<file path="config.mk">
export PLATFORM = sky130hd
export DESIGN_NAME = lcd_init_seq
export DESIGN_NICKNAME = d
export VERILOG_FILES = /design/src/rtl/lcd_pkg.sv /design/src/rtl/lcd_init_rom.sv /design/src/rtl/lcd_init_seq.sv
export SDC_FILE = /design/constraint.sdc
export NUM_CORES = 1
export LEC_CHECK = 0
export ABC_AREA = 1
export CAP_MARGIN = 20
export CORE_AREA = 2 2 182 184
export DETAILED_ROUTE_END_ITERATION = 10
export DIE_AREA = 0 0 184 186
export PLACE_DENSITY = 0.61
export SETUP_SLACK_MARGIN = 0.5
export SLEW_MARGIN = 10
export SYNTH_ARGS = -nofsm -noshare
export SYNTH_HDL_FRONTEND = slang
export SYNTH_SLANG_ARGS = --single-unit
</file>
<file path="constraint.sdc">
create_clock -name sys_clk -period 5.4 [get_ports sys_clk]
set_input_delay 0.81 -clock sys_clk [delete_from_list [all_inputs] [get_ports sys_clk]]
set_output_delay 0.81 -clock sys_clk [all_outputs]
set_load 0.02 [all_outputs]
</file>
<file path="src/rtl/lcd_pkg.sv">
// Shared opcodes, idle word, init-table length and state encoding for the
// ST7735 init/clear sequencer.
package lcd_pkg;

    localparam logic [7:0] CMD_SLPOUT = 8'h11;
    localparam logic [7:0] CMD_CASET  = 8'h2A;
    localparam logic [7:0] CMD_RASET  = 8'h2B;
    localparam logic [7:0] CMD_RAMWR  = 8'h2C;
    localparam logic [7:0] CMD_MADCTL = 8'h36;
    localparam logic [7:0] CMD_COLMOD = 8'h3A;
    localparam logic [7:0] CMD_DISPON = 8'h29;

    localparam logic [8:0] DATA_IDLE = 9'h100;
    localparam int         INIT_LEN  = 73;

    typedef enum logic [2:0] {
        RST_LOW,
        RST_HIGH,
        WR_SLPOUT,
        SLP_WAIT,
        WR_INIT,
        WR_WIN,
        WR_PIX,
        IDLE
    } lcd_state_e;

endpackage

</file>
<file path="src/rtl/lcd_init_rom.sv">
// Init command table: frame rate, power, MADCTL, gamma, colour mode, display on.
// bit8 = 1 marks a data byte, 0 a command.
module lcd_init_rom
    import lcd_pkg::*;
#(
    parameter logic [7:0] MADCTL = 8'h60
) (
    input  logic [6:0] addr,
    output logic [8:0] rom_word
);

    localparam int MADCTL_ADDR = 35;

    // Entry at MADCTL_ADDR is overridden by the MADCTL parameter.
    localparam logic [8:0] TBL [INIT_LEN] = '{
        9'h0B1, 9'h101, 9'h12C, 9'h12D,
        9'h0B2, 9'h101, 9'h12C, 9'h12D,
        9'h0B3, 9'h101, 9'h12C, 9'h12D, 9'h101, 9'h12C, 9'h12D,
        9'h0B4, 9'h107,
        9'h0C0, 9'h1A2, 9'h102, 9'h184,
        9'h0C1, 9'h1C5,
        9'h0C2, 9'h10A, 9'h100,
        9'h0C3, 9'h18A, 9'h12A,
        9'h0C4, 9'h18A, 9'h1EE,
        9'h0C5, 9'h10E,
        {1'b0, CMD_MADCTL}, DATA_IDLE,
        9'h0E0, 9'h102, 9'h11C, 9'h107, 9'h112, 9'h137, 9'h132, 9'h129, 9'h12D,
                9'h129, 9'h125, 9'h12B, 9'h139, 9'h100, 9'h101, 9'h103, 9'h110,
        9'h0E1, 9'h103, 9'h11D, 9'h107, 9'h106, 9'h12E, 9'h12C, 9'h129, 9'h12D,
                9'h12E, 9'h12E, 9'h137, 9'h13F, 9'h100, 9'h100, 9'h102, 9'h110,
        {1'b0, CMD_COLMOD}, 9'h105,
        {1'b0, CMD_DISPON}
    };

    always_comb begin
        rom_word = DATA_IDLE;
        if (addr == 7'(MADCTL_ADDR))
            rom_word = {1'b1, MADCTL};
        else if (addr < 7'(INIT_LEN))
            rom_word = TBL[addr];
    end

endmodule

</file>
<file path="src/rtl/lcd_init_seq.sv">
// ST7735 power-up sequencer: reset/sleep-out delays, init table, banded
// background, then resident rectangle fills via fill_req/fill_ack.
module lcd_init_seq
    import lcd_pkg::*;
#(
    parameter int         T_RST_LOW  = 1_000_000,
    parameter int         T_RST_HIGH = 1_000_000,
    parameter int         T_SLPOUT   = 250_000,
    parameter int         WIDTH      = 162,
    parameter int         HEIGHT     = 132,
    parameter int         XOFF       = 0,
    parameter int         YOFF       = 0,
    parameter logic [7:0] MADCTL     = 8'h60,
    parameter int         NUM_BANDS  = 4
) (
    input  logic                      sys_clk,
    input  logic                      sys_rst_n,
    input  logic                      wr_done,
    input  logic [8*NUM_BANDS-1:0]    band_end_row,
    input  logic [16*NUM_BANDS-1:0]   band_color,
    input  logic                      fill_req,
    input  logic [7:0]                fill_x0,
    input  logic [7:0]                fill_y0,
    input  logic [7:0]                fill_x1,
    input  logic [7:0]                fill_y1,
    input  logic [15:0]               fill_color,
    output logic                      lcd_rst,
    output logic [8:0]                init_data,
    output logic                      en_write,
    output logic                      init_done,
    output logic                      fill_ack,
    output logic                      fill_err,
    output logic                      fill_busy
);

    localparam logic [7:0] X_MAX = 8'(WIDTH - 1);
    localparam logic [7:0] Y_MAX = 8'(HEIGHT - 1);

    lcd_state_e  state, state_nxt;
    logic [23:0] cnt, cnt_nxt;
    logic [6:0]  rom_addr, rom_addr_nxt;
    logic [3:0]  win_idx, win_idx_nxt;
    logic [7:0]  col, col_nxt, row, row_nxt;
    logic [7:0]  x0, x0_nxt, y0, y0_nxt, x1, x1_nxt, y1, y1_nxt;
    logic [15:0] fill_rgb, fill_rgb_nxt, band_rgb, pix_rgb;
    logic        fill_mode, fill_mode_nxt, byte_hi, byte_hi_nxt;
    logic        init_done_nxt, fill_busy_nxt, fill_ack_nxt, fill_err_nxt;
    logic [8:0]  data_nxt, rom_word;
    logic [7:0]  req_x1, req_y1;
    logic        req_bad;

    lcd_init_rom #(.MADCTL(MADCTL)) u_rom (
        .addr     (rom_addr_nxt),
        .rom_word (rom_word)
    );

    function automatic logic [8:0] win_word(input logic [3:0] idx, input logic [7:0] a0,
                                            input logic [7:0] b0, input logic [7:0] a1,
                                            input logic [7:0] b1);
        case (idx)
            4'd0:    return {1'b0, CMD_CASET};
            4'd2:    return {1'b1, a0 + 8'(XOFF)};
            4'd4:    return {1'b1, a1 + 8'(XOFF)};
            4'd5:    return {1'b0, CMD_RASET};
            4'd7:    return {1'b1, b0 + 8'(YOFF)};
            4'd9:    return {1'b1, b1 + 8'(YOFF)};
            4'd10:   return {1'b0, CMD_RAMWR};
            default: return DATA_IDLE;
        endcase
    endfunction

    assign lcd_rst  = (state != RST_LOW);
    assign en_write = (state inside {WR_SLPOUT, WR_INIT, WR_WIN, WR_PIX});

    assign req_x1  = (fill_x1 > X_MAX) ? X_MAX : fill_x1;
    assign req_y1  = (fill_y1 > Y_MAX) ? Y_MAX : fill_y1;
    assign req_bad = (fill_x0 > req_x1) || (fill_y0 > req_y1);

    always_ff @(posedge sys_clk) begin
        if (!sys_rst_n) begin
            state     <= RST_LOW;
            cnt       <= '0;
            rom_addr  <= '0;
            win_idx   <= '0;
            col       <= '0;
            row       <= '0;
            x0        <= '0;
            y0        <= '0;
            x1        <= '0;
            y1        <= '0;
            fill_rgb  <= '0;
            fill_mode <= 1'b0;
            byte_hi   <= 1'b1;
            init_data <= DATA_IDLE;
            init_done <= 1'b0;
            fill_busy <= 1'b0;
            fill_ack  <= 1'b0;
            fill_err  <= 1'b0;
        end else begin
            state     <= state_nxt;
            cnt       <= cnt_nxt;
            rom_addr  <= rom_addr_nxt;
            win_idx   <= win_idx_nxt;
            col       <= col_nxt;
            row       <= row_nxt;
            x0        <= x0_nxt;
            y0        <= y0_nxt;
            x1        <= x1_nxt;
            y1        <= y1_nxt;
            fill_rgb  <= fill_rgb_nxt;
            fill_mode <= fill_mode_nxt;
            byte_hi   <= byte_hi_nxt;
            init_data <= data_nxt;
            init_done <= init_done_nxt;
            fill_busy <= fill_busy_nxt;
            fill_ack  <= fill_ack_nxt;
            fill_err  <= fill_err_nxt;
        end
    end

    always_comb begin
        state_nxt     = state;
        cnt_nxt       = cnt;
        rom_addr_nxt  = rom_addr;
        win_idx_nxt   = win_idx;
        col_nxt       = col;
        row_nxt       = row;
        x0_nxt        = x0;
        y0_nxt        = y0;
        x1_nxt        = x1;
        y1_nxt        = y1;
        fill_rgb_nxt  = fill_rgb;
        fill_mode_nxt = fill_mode;
        byte_hi_nxt   = byte_hi;
        init_done_nxt = init_done;
        fill_busy_nxt = fill_busy;
        fill_ack_nxt  = 1'b0;
        fill_err_nxt  = 1'b0;
        case (state)
            RST_LOW: begin
                cnt_nxt = cnt + 24'd1;
                if (cnt == 24'(T_RST_LOW - 1)) begin
                    state_nxt = RST_HIGH;
                    cnt_nxt   = '0;
                end
            end
            RST_HIGH: begin
                cnt_nxt = cnt + 24'd1;
                if (cnt == 24'(T_RST_HIGH - 1)) begin
                    state_nxt = WR_SLPOUT;
                    cnt_nxt   = '0;
                end
            end
            WR_SLPOUT: if (wr_done) state_nxt = SLP_WAIT;
            SLP_WAIT: begin
                cnt_nxt = cnt + 24'd1;
                if (cnt == 24'(T_SLPOUT - 1)) begin
                    state_nxt    = WR_INIT;
                    cnt_nxt      = '0;
                    rom_addr_nxt = '0;
                end
            end
            WR_INIT: if (wr_done) begin
                if (rom_addr == 7'(INIT_LEN - 1)) begin
                    state_nxt     = WR_WIN;
                    win_idx_nxt   = '0;
                    x0_nxt        = '0;
                    y0_nxt        = '0;
                    x1_nxt        = X_MAX;
                    y1_nxt        = Y_MAX;
                    fill_mode_nxt = 1'b0;
                end else begin
                    rom_addr_nxt = rom_addr + 7'd1;
                end
            end
            WR_WIN: if (wr_done) begin
                if (win_idx == 4'd10) begin
                    state_nxt   = WR_PIX;
                    col_nxt     = x0;
                    row_nxt     = y0;
                    byte_hi_nxt = 1'b1;
                end else begin
                    win_idx_nxt = win_idx + 4'd1;
                end
            end
            WR_PIX: if (wr_done) begin
                byte_hi_nxt = ~byte_hi;
                if (!byte_hi) begin
                    if (col != x1) begin
                        col_nxt = col + 8'd1;
                    end else if (row != y1) begin
                        col_nxt = x0;
                        row_nxt = row + 8'd1;
                    end else begin
                        state_nxt = IDLE;
                        if (fill_mode) fill_busy_nxt = 1'b0;
                        else           init_done_nxt = 1'b1;
                    end
                end
            end
            IDLE: if (fill_req) begin
                if (req_bad) begin
                    fill_err_nxt = 1'b1;
                end else begin
                    fill_ack_nxt  = 1'b1;
                    fill_busy_nxt = 1'b1;
                    fill_mode_nxt = 1'b1;
                    state_nxt     = WR_WIN;
                    win_idx_nxt   = '0;
                    x0_nxt        = fill_x0;
                    y0_nxt        = fill_y0;
                    x1_nxt        = req_x1;
                    y1_nxt        = req_y1;
                    fill_rgb_nxt  = fill_color;
                end
            end
            default: state_nxt = RST_LOW;
        endcase
    end

    // Earliest band whose end row covers the row; rows past every end fall to the last band.
    always_comb begin
        band_rgb = band_color[16*NUM_BANDS-1 -: 16];
        for (int i = NUM_BANDS - 1; i >= 0; i--)
            if (row_nxt <= band_end_row[8*i +: 8]) band_rgb = band_color[16*i +: 16];
    end

    assign pix_rgb = fill_mode_nxt ? fill_rgb_nxt : band_rgb;

    always_comb begin
        case (state_nxt)
            WR_SLPOUT: data_nxt = {1'b0, CMD_SLPOUT};
            WR_INIT:   data_nxt = rom_word;
            WR_WIN:    data_nxt = win_word(win_idx_nxt, x0_nxt, y0_nxt, x1_nxt, y1_nxt);
            WR_PIX:    data_nxt = {1'b1, byte_hi_nxt ? pix_rgb[15:8] : pix_rgb[7:0]};
            default:   data_nxt = DATA_IDLE;
        endcase
    end

endmodule

</file>
# ---- Word level (Yosys, flattened, before mapping)
# Memory sizes are Yosys's and may differ from the RTL's.
# Cells that the tools add are included.
dict set report totals {
  ff_bits 117
  mem_bits_ro 1152
  input_bits 148
  output_inout_bits 15
  mem_count 1
}
dict set report op_classes {
  n_addsub 5
  order_cmp 9
  n_eq_ne 34
  muxes 98
  bitwise 5
  n_reduce_logical 13
}
# name depth width rd rd_ports_with_merged_regs wr line
set mem_list {}
lappend mem_list {{(no name shown)} 128 9 1 0 0 lcd_init_rom.sv:40} ;# rom_word = TBL[addr];
# op n
set ops {}
lappend ops {{$mux 8} 31}
lappend ops {{$mux 16} 7}
lappend ops {{$pmux 8 s2} 6}
lappend ops {{$pmux 9 s7} 1}
lappend ops {{$mux 24} 2}
lappend ops {{$pmux 24 s2} 1}
lappend ops {{$mux 3} 14}
lappend ops {{$mux 9} 4}
lappend ops {{$pmux 9 s4} 1}
lappend ops {{$add 24x1->24 const B} 1}
lappend ops {{$eq 24x18->1 const B} 1}
lappend ops {{$eq 24x20->1 const B} 1}
lappend ops {{$le 8x8->1} 3}
lappend ops {{$mux 4} 6}
lappend ops {{$pmux 3 s8} 1}
lappend ops {{$eq 3x3->1 const B} 7}
lappend ops {{$mux 7} 3}
lappend ops {{$add 8x1->8 const B} 2}
lappend ops {{$gt 8x8->1} 2}
lappend ops {{$gt 8x8->1 const B} 2}
lappend ops {{$mux 1} 16}
lappend ops {{$ne 2x2->1 const B} 8}
lappend ops {{$ne 8x8->1} 2}
lappend ops {{$pmux 7 s2} 1}
lappend ops {{other kinds (27)} 41}

# ---- Longest topological paths before layout
# Gate-level depths: netlist (run 1).
dict set report depth {
  depth_word 13
  mapped_depth 32
  mapped_depth_nobuf 31
}

# ---- Cells and area by module
# Synthesis (run 1) repeated with hierarchy kept, for this count alone.
dict set report unflattened {
  hier_cells 1514
  area_unflattened_um2 9360.2
}
# module instances cells_each area_per_inst_um2
set modules_own_cells {}
lappend modules_own_cells {lcd_init_seq 1 1304 8260.4}
lappend modules_own_cells {lcd_init_rom 1 210 1099.8}

# ---- Worst setup path before layout (run 1)
# Ideal clock, no wire load.
dict set report synth_path {
  kind {input -> register}
  from {input port wr_done}
  to {register init_data[1]}
  setup_ns 0.132
  t_arrival_ns 3.842
  t_required_ns 5.268
  setup_slack_ns 1.425
  stages 25
  cell_sequence {buf_2 inv_1 nor2_1 nand3_1 inv_1 nand3_1 o21ai_0 nand3_1 a22oi_1 ha_1 a21oi_1 nor2_1 nor3b_1 a21o_1 clkbuf_1 inv_1 clkbuf_1 nor2_1 nor2_1 nand2_1 o211ai_1 nand2_1 nor2_1 a21oi_1 a21oi_1}
}
dict set report synth_between {
  elab_chain_cells 9
}
# element line
set synth_rtl {}
lappend synth_rtl {{start, declared} lcd_init_seq.sv:18} ;# input logic wr_done,
lappend synth_rtl {{$mux 8, on equally long branches} {lcd_init_seq.sv:186, lcd_init_seq.sv:176}}
lappend synth_rtl {{$pmux 8 s2 (*)} lcd_init_seq.sv:139} ;# case (state)
lappend synth_rtl {{net row_nxt[5]} lcd_init_seq.sv:43} ;# logic [7:0] col, col_nxt, row, row_nxt;
lappend synth_rtl {{$le 8x8->1} lcd_init_seq.sv:225} ;# if (row_nxt <= band_end_row[8*i +: 8]) band_rgb = band_color[16*i +: 16];
lappend synth_rtl {{$mux 16 (2 in a row)} lcd_init_seq.sv:225}
lappend synth_rtl {{$mux 16 (*)} lcd_init_seq.sv:225}
lappend synth_rtl {{$mux 16 (*)} lcd_init_seq.sv:228} ;# assign pix_rgb = fill_mode_nxt ? fill_rgb_nxt : band_rgb;
lappend synth_rtl {{$mux 8 (*)} lcd_init_seq.sv:235} ;# WR_PIX: data_nxt = {1'b1, byte_hi_nxt ? pix_rgb[15:8] : pix_rgb[7:0]};
lappend synth_rtl {{$pmux 9 s4 (*)} lcd_init_seq.sv:231} ;# case (state_nxt)
lappend synth_rtl {{end signal, assigned} lcd_init_seq.sv:113} ;# init_data <= data_nxt;
lappend synth_rtl {{end, declared} lcd_init_seq.sv:28} ;# output logic [8:0] init_data,
# Mark *: on every way through the listed nets, which the timed path passes. The rest lies on a longest branch. The select of a mux whose other input is x is not followed.
# A chain may end at the register's enable or synchronous reset.

# ---- Worst setup path after layout (run 1)
dict set report layout_path {
  from {input port fill_x1[3]}
  to {register init_data[6]}
}
dict set report layout_between {
  elab_chain_cells 10
}
# element line
set layout_rtl {}
lappend layout_rtl {{start, declared} lcd_init_seq.sv:24} ;# input logic [7:0] fill_x1,
lappend layout_rtl {{$gt 8x8->1} lcd_init_seq.sv:75} ;# assign req_x1 = (fill_x1 > X_MAX) ? X_MAX : fill_x1;
lappend layout_rtl {{$mux 8 (*)} lcd_init_seq.sv:75}
lappend layout_rtl {{$gt 8x8->1} lcd_init_seq.sv:77} ;# assign req_bad = (fill_x0 > req_x1) || (fill_y0 > req_y1);
lappend layout_rtl {{$logic_or 1x1->1} lcd_init_seq.sv:77}
lappend layout_rtl {{$mux 4, or another cell as far along} lcd_init_seq.sv:202} ;# if (req_bad) begin
lappend layout_rtl {{$mux 4, or another cell as far along} lcd_init_seq.sv:201} ;# IDLE: if (fill_req) begin
lappend layout_rtl {{$pmux 4 s3, or another cell as far along} lcd_init_seq.sv:139}
lappend layout_rtl {{$eq 4x4->1, or another cell as far along} lcd_init_seq.sv:60} ;# case (idx)
lappend layout_rtl {{$pmux 9 s7 / $mux 8 (equally long branches)} {lcd_init_seq.sv:60, lcd_init_seq.sv:235}}
lappend layout_rtl {{$pmux 9 s4 (*)} lcd_init_seq.sv:231}
# Mark *: on every way between the ends. The rest lies on a longest branch, timed or not.

==> results of run 1 <==
## flip-flops by register name, indices dropped and copies added, names as in the netlist, 4 cells and up
name       flops
cnt           24
y0             8
init_data      9
fill_rgb      16
x1             8
x0             8
rom_addr       7
row            8
win_idx        4
y1             8
col            8
## worst reg2reg max path, cell delays in order, from the launching register on
cell,delay (ps)
dfxtp_1,440
or2_2,150
nand4_1,60
nor2_1,130
nand2_1,110
inv_1,140
nand3_1,140
nor3_1,190
nand3_1,120
nor2_1,130
xor2_1,160
nand2_1,60
a22oi_1,390
ha_1,220
nand2_1,70
nor2_1,200
nand2_1,80
nand2_1,60
nand2_1,80
inv_1,340
nand2_1,110
nand3_1,100
o211ai_1,80
nand2_1,110
a21oi_1,70
nor2_1,200
a21oi_1,60
a21oi_1,260
## cell type report
| cell class | instances | area [um^2] | share of cell area, % |
|---|---|---|---|
| clock inverters | 15 | 145 | 1.23 |
| flip-flops and latches | 117 | 2340 | 19.8 |
| multi-input cells | 1144 | 5960 | 50.4 |
| repair buffers | 166 | 1630 | 13.8 |
| clock buffers | 17 | 425 | 3.60 |
| inverters | 216 | 813 | 6.87 |
| well taps | 408 | 510 | 4.31 |
## metrics by stage
step,cell area (um^2),cells,worst slack [ps],util [%]
6_report,11800,2083,863,36.7
5_1_grt,11800,2083,400,36.7
4_1_cts,11800,2083,697,36.7
3_5_place_dp,11200,2051,268,34.9
3_3_place_gp,11200,2051,315,34.9
2_1_floorplan,9260,1515,1430,-
## final timing paths
path,end,slack (ps),depth (start not counted)
min reg2reg,cnt[23],460,2
max reg2reg,init_data[5],1010,27
min,cnt[23],460,2
max,init_data[6],860,20
## what timing repair did
item,CTS,global route
setup endpoints to repair,0,9
resized for setup,0,4
hold endpoints to repair,0,0
buffers inserted,0,0
hold buffers,0,0
## routing by layer
layer,GRT usage [%],wire [um],up-vias
met5,0,11,-
met4,7.81,1170,2
met3,4.32,2080,64
met2,30.3,14000,328
met1,22.3,13500,4647
li1,-,-,5246
## logic make-up after synthesis
family	synth area share, %
compound gates	16.8
xor+xnor	1.32
fa+ha+maj	7.43
buf+inv	10.5
flops	25.3
mux	0.108
simple gates	38.6
## Yosys cell counts, types with 4 or more instances
master,instances
a22oi_1,10
o22ai_1,12
nor3_1,19
xor2_1,11
buf_2,10
nor2_1,206
nand3_2,4
a31oi_1,11
a221oi_1,7
inv_1,193
o211ai_1,32
inv_2,20
and2_1,6
nand4_1,25
nor4_1,4
nand2_1,367
or2_2,24
a21oi_1,78
o21ai_0,71
nor2_2,14
ha_1,55
nand3_1,113
nor2_4,9
dfxtp_1,117
clkbuf_1,26
o21ai_1,17
nand2_2,8
o21a_1,5
## power by group through the flow
stage | Sequential [mW] | Clock [mW] | Combinational [mW]
floorplan | 0.885 | 0 | 0.0775
global placement | 0.885 | 0 | 0.206
detailed placement | 0.885 | 0 | 0.209
CTS | 0.866 | 1.14 | 0.210
global route | 0.866 | 1.17 | 0.230
finish | 0.866 | 1.11 | 0.209
==> flow_metrics.py, run 1 <==
metrics = {
    "route": {
        "wl_per_cell_um": 14.7,
        "viasPerCell": 4.94,
        "num_vias": 10300,
        "remaining_drc_errors": 0,
        "ant_nets": 0,
        "drt_iter0_drc": 681,
        "drtPass1Iterations": 6,
        "drt_wl_total_mm": 30.7,
    },
    "finish": {
        "final_common_cell": "nand2_1",
        "antennaDiodeCount": 0,
        "syn_to_final_growth_pct": 27.8,
        "layout_common_cells": "367 x nand2_1, 206 x nor2_1, 192 x inv_1",
        "fillers": 3453,
        "finalNetCount": 1865,
        "drive_gt1_share_pct": 8.24,
    },
    "hold_path": {
        "worstHoldPathType": "reg2reg",
        "hold_start": "cnt[23]",
    },
    "floorplanning": {
        "die_x_um": 184,
        "io_pins": 163,
        "die-height_um": 186,
        "coreArea_um2": 32200,
        "row_count": 66,
        "die_area_um2": 34200,
        "start_util_pct": 28.8,
    },
    "yosys": {
        "synth_cells": 1515,
        "ys.flop_type": "dfxtp_1",
        "synth-seq-cells": 117,
        "syn_area_um2": 9260,
        "synthArstFlopShare_pct": 0,
        "synth_edf_count": 0,
        "yosysTopAreaCell": "dfxtp_1",
        "synth_nets": 1718,
        "yosysSeqAreaShare_pct": 25.3,
        "synth_top_area_share_pct": 25.3,
        "yosysUniqueCellTypes": 53,
        "yosys-top-cells-area": "dfxtp_1 25%, nand2_1 15%, nor2_1 8.4%",
        "synth-warning-count": 0,
        "avgSynthCellArea_um2": 6.11,
    },
    "critical_path": {
        "crit_top_cell": "nand2_1",
        "cp_top_family": "simple AND/OR/NAND/NOR gates",
        "cp.required_ps": 5670,
        "path_max_fanout": 16,
        "start_kind": "input pin",
        "arrival_ps": 4800,
        "critical_path.slowest_cell": "o21ai_0",
        "worstSetupPathType": "in2reg",
        "regToRegStartpoint": "col[2]",
        "path_cells": "clkdlybuf4s50_1 > nor4_1 > nor2_1 > o21ai_2 > nand2_1 > inv_1 > ha_1 > a21oi_1 > o21a_1 > nand2_1 > nand2_1 > nand3_2 > nand2_1 > nand3_1 > inv_2 > o21ai_0 > nand2_1 > nand2_1 > o21ai_0 > a21oi_1",
        "critPathLaunch": "fill_x1[3]",
        "crit_path_max_incr_delay_ps": 490,
        "cp_num_buf_inv": 3,
        "end_kind": "register",
    },
    "clocking": {
        "clockBufferDepth": 2,
        "clock_latency_ps": 430,
        "tritoncts": "done",
        "clockRootBuffer": "clkbuf_16",
        "htreeDepth": 4,
        "clkSinkCount": 117,
        "clk_pin_slew_ps": 60,
        "cts_buffers": 17,
    },
    "sta": {
        "fin_crit_sh_pct": 84.0,
        "finClkSkew_ps": 12.5,
        "setup_viol": 0,
        "slew_headroom_pct": 38.8,
        "hold_viol_final": 0,
        "hold-worst-slack_ps": 456,
        "finalSetupTns_ps": 0,
        "fmax_mhz": 220,
        "tightest_slew_ps": 916,
        "rsz0062_at_grt": "yes",
        "slew_viol_final": 0,
        "period_minus_slack_ps": 4540,
    },
    "global_routing": {
        "grt-ovfl-total": 0,
        "grt_max_degree": 46,
        "grtUsageTotal_pct": 18.2,
        "grt_pass1_vias": 9778,
        "grt_pass1_wl_mm": 49.1,
        "grt_antenna_before_repair": 1,
    },
    "run_status": {
        "status": "finished, final reports clean",
    },
    "power_and_ir_drop": {
        "switching_share_pct": 25.5,
        "total_power_mw": 2.19,
        "clkPwrFrac_pct": 50.9,
        "p_comb_share_pct": 9.5,
        "p_per_area_nw_per_um2": 185,
        "internal-power_mw": 1.63,
        "ir_worst_vdd_mv": 0.214,
        "switching_power_mw": 0.559,
        "leakage_nw": 5.03,
        "p_seq_share_pct": 39.6,
    },
    "place": {
        "dp_hpwl_mm": 24.3,
        "port_buffers": 154,
        "place_congestion": 0.928,
    },
    "flow_run": {
        "maxCapViolations": 0,
    },
}
(Power assumes the default switching activity.)
==> run 2: changes to the inputs <==
clock period = 4.55 ns   (was 5.4 ns; I/O delays follow)
==> flow_metrics.py, run 2 (same netlist as run 1, synthesis figures left out) <==
metrics = {
    "route": {
        "routed-wl-met3_mm": 1.98,
        "remaining_drc_errors": 0,
        "wl_met1_mm": 14.0,
        "drt_iter0_drc": 678,
        "drtPass1Iterations": 5,
        "top_layer_used": "met4",
        "num_vias": 10600,
        "ant_nets": 0,
        "drt_wl_total_mm": 31.9,
        "viasPerCell": 4.93,
        "wl_met2_mm": 14.8,
        "wl_per_cell_um": 14.8,
    },
    "clocking": {
        "cts_buffers": 17,
        "clk_pin_slew_ps": 60,
        "cts_hold_buffers": 0,
        "clock_latency_ps": 430,
        "clkSinkCount": 117,
        "htreeDepth": 4,
        "clockBufferDepth": 2,
        "clockRootBuffer": "clkbuf_16",
        "tritoncts": "done",
    },
    "sta": {
        "rsz0062_at_grt": "yes",
        "slew_viol_final": 0,
        "period_minus_slack_ps": 3970,
        "layout_setup_ws_ps": 578,
        "tightest_slew_ps": 671,
        "slew_headroom_pct": 54.9,
        "finalSetupTns_ps": 0,
        "setup_viol": 0,
        "fmax_mhz": 252,
        "hold_viol_final": 0,
        "fin_crit_sh_pct": 87.3,
        "finClkSkew_ps": 12.8,
    },
    "place": {
        "pre_cts_ws_ps": -67.5,
        "port_buffers": 154,
        "dp_hpwl_mm": 25.1,
        "place_congestion": 0.951,
    },
    "critical_path": {
        "end_kind": "register",
        "worstSetupPathType": "in2reg",
        "cp.required_ps": 4920,
        "path_max_fanout": 7,
        "arrival_ps": 4340,
        "start_kind": "input pin",
    },
    "global_routing": {
        "grt_pass1_wl_mm": 50.8,
        "grt-ovfl-total": 0,
        "grt_max_degree": 60,
        "grt_antenna_before_repair": 0,
        "grt_pass1_vias": 10100,
        "grtUsageTotal_pct": 18.7,
    },
    "finish": {
        "syn_to_final_growth_pct": 39.5,
        "antennaDiodeCount": 0,
        "fillers": 3388,
        "drive_gt1_share_pct": 16.6,
        "final_common_cell": "nand2_1",
        "top_register": "cnt",
        "layout_common_cells": "355 x nand2_1, 195 x nor2_1, 184 x inv_1",
        "finalNetCount": 1934,
        "largest_reg_flops": 24,
        "largestRegisters": "cnt x24, fill_rgb x16, init_data x9",
    },
    "power_and_ir_drop": {
        "clkPwrFrac_pct": 52.8,
        "internal-power_mw": 2.08,
        "p_per_area_nw_per_um2": 213,
        "p_comb_share_pct": 9.9,
        "leakage_nw": 5.45,
        "switching_power_mw": 0.679,
        "p_seq_share_pct": 37.3,
        "ir_worst_vdd_mv": 0.264,
        "switching_share_pct": 24.6,
    },
    "floorplanning": {
        "coreArea_um2": 32200,
        "die-height_um": 186,
        "start_util_pct": 28.8,
        "die_area_um2": 34200,
        "io_pins": 163,
        "die_x_um": 184,
        "row_count": 66,
    },
    "run_status": {
        "status": "finished, final reports clean",
    },
    "hold_path": {
        "worstHoldPathType": "reg2reg",
    },
    "flow_run": {
        "maxCapViolations": 0,
    },
}
## run 2: changes by cell type in the layout (fill, tap and decap cells not counted), sizes merged
cell,delta
buf,+67
clkinvlp,+2
nor2,+1
clkinv,-3
bufinv,+2
inv,-2
clkbuf,+2
## run 2: per-stage QoR
stage	hold slack, ps	util [%]	area (um^2)	instances	power [mW]
final	466	40.1	12900	2152	2.75
after global routing	482	40.1	12900	2152	2.84
after CTS	463	38.5	12400	2141	2.75
after detailed placement	456	36.3	11700	2103	1.31
after global placement	448	36.3	11700	2103	1.30
after floorplan	435	-	9260	1515	1.14
## run 2: area by class of cell
class | instances | area, um^2 | share of cell area, %
multi-input cells | 1145 | 6350 | 49.2
repair buffers | 234 | 2240 | 17.4
clock buffers | 18 | 439 | 3.40
clock inverters | 14 | 188 | 1.45
flip-flops and latches | 117 | 2360 | 18.2
well taps | 408 | 510 | 3.95
inverters | 216 | 827 | 6.40
## run 2: critical path, stage by stage
cell and delay, ps:
clkdlybuf4s50_1 480, buf_6 130, buf_4 130, nand3_4 80, nor3_2 150, nand3_1 130, nor2_2 140, xor2_1 150
nand2_1 80, a22oi_2 180, buf_6 160, ha_4 210, a21oi_2 140, o21a_1 200, nand2_2 80, nand2_4 120
buf_12 130, buf_6 90, or2_4 90, nand2_1 50, o21ai_1 150, o211ai_1 110, o211ai_1 100, nand3_1 110
nand2_1 90, inv_2 50, a21oi_2 110
## run 2: layer usage
metal | vias to the layer above | global-route usage, %
li1 | 5399 | -
met1 | 4814 | 23.1
met2 | 345 | 31.5
met3 | 58 | 3.48
met4 | 0 | 8.16
met5 | - | 0
## run 2: timing repair
item                                    in CTS  in global routing
buffers inserted                             6                  9
resized for setup                           16                101
pin swaps                                    2                 49
gates cloned                                 0                  2
endpoints found under the setup margin       8                  9
## run 2: power by group through the flow
stage / registers (mW) / logic, mW / clock network [mW]
4_1_cts: 1.03 / 0.259 / 1.47
3_3_place_gp: 1.05 / 0.253 / 0
3_5_place_dp: 1.05 / 0.257 / 0
2_1_floorplan: 1.05 / 0.0920 / 0
5_1_grt: 1.03 / 0.299 / 1.52
6_report: 1.03 / 0.272 / 1.46
## run 2: path summary, 6_finish.rpt
| check | from | end | slack [ps] | cells after the start |
|---|---|---|---|---|
| setup / recovery | wr_done | init_data[7] | 580 | 27 |
| hold / removal | cnt[23] | cnt[23] | 470 | 2 |
| setup reg to reg | row[7] | init_data[7] | 590 | 29 |
| hold reg to reg | cnt[23] | cnt[23] | 470 | 2 |
==> run 3: changes to the inputs <==
CTS_CLUSTER_DIAMETER = 120   (was default)
==> results of run 3 <==
Final layout, timing and power as in run 2 (identical DEF).
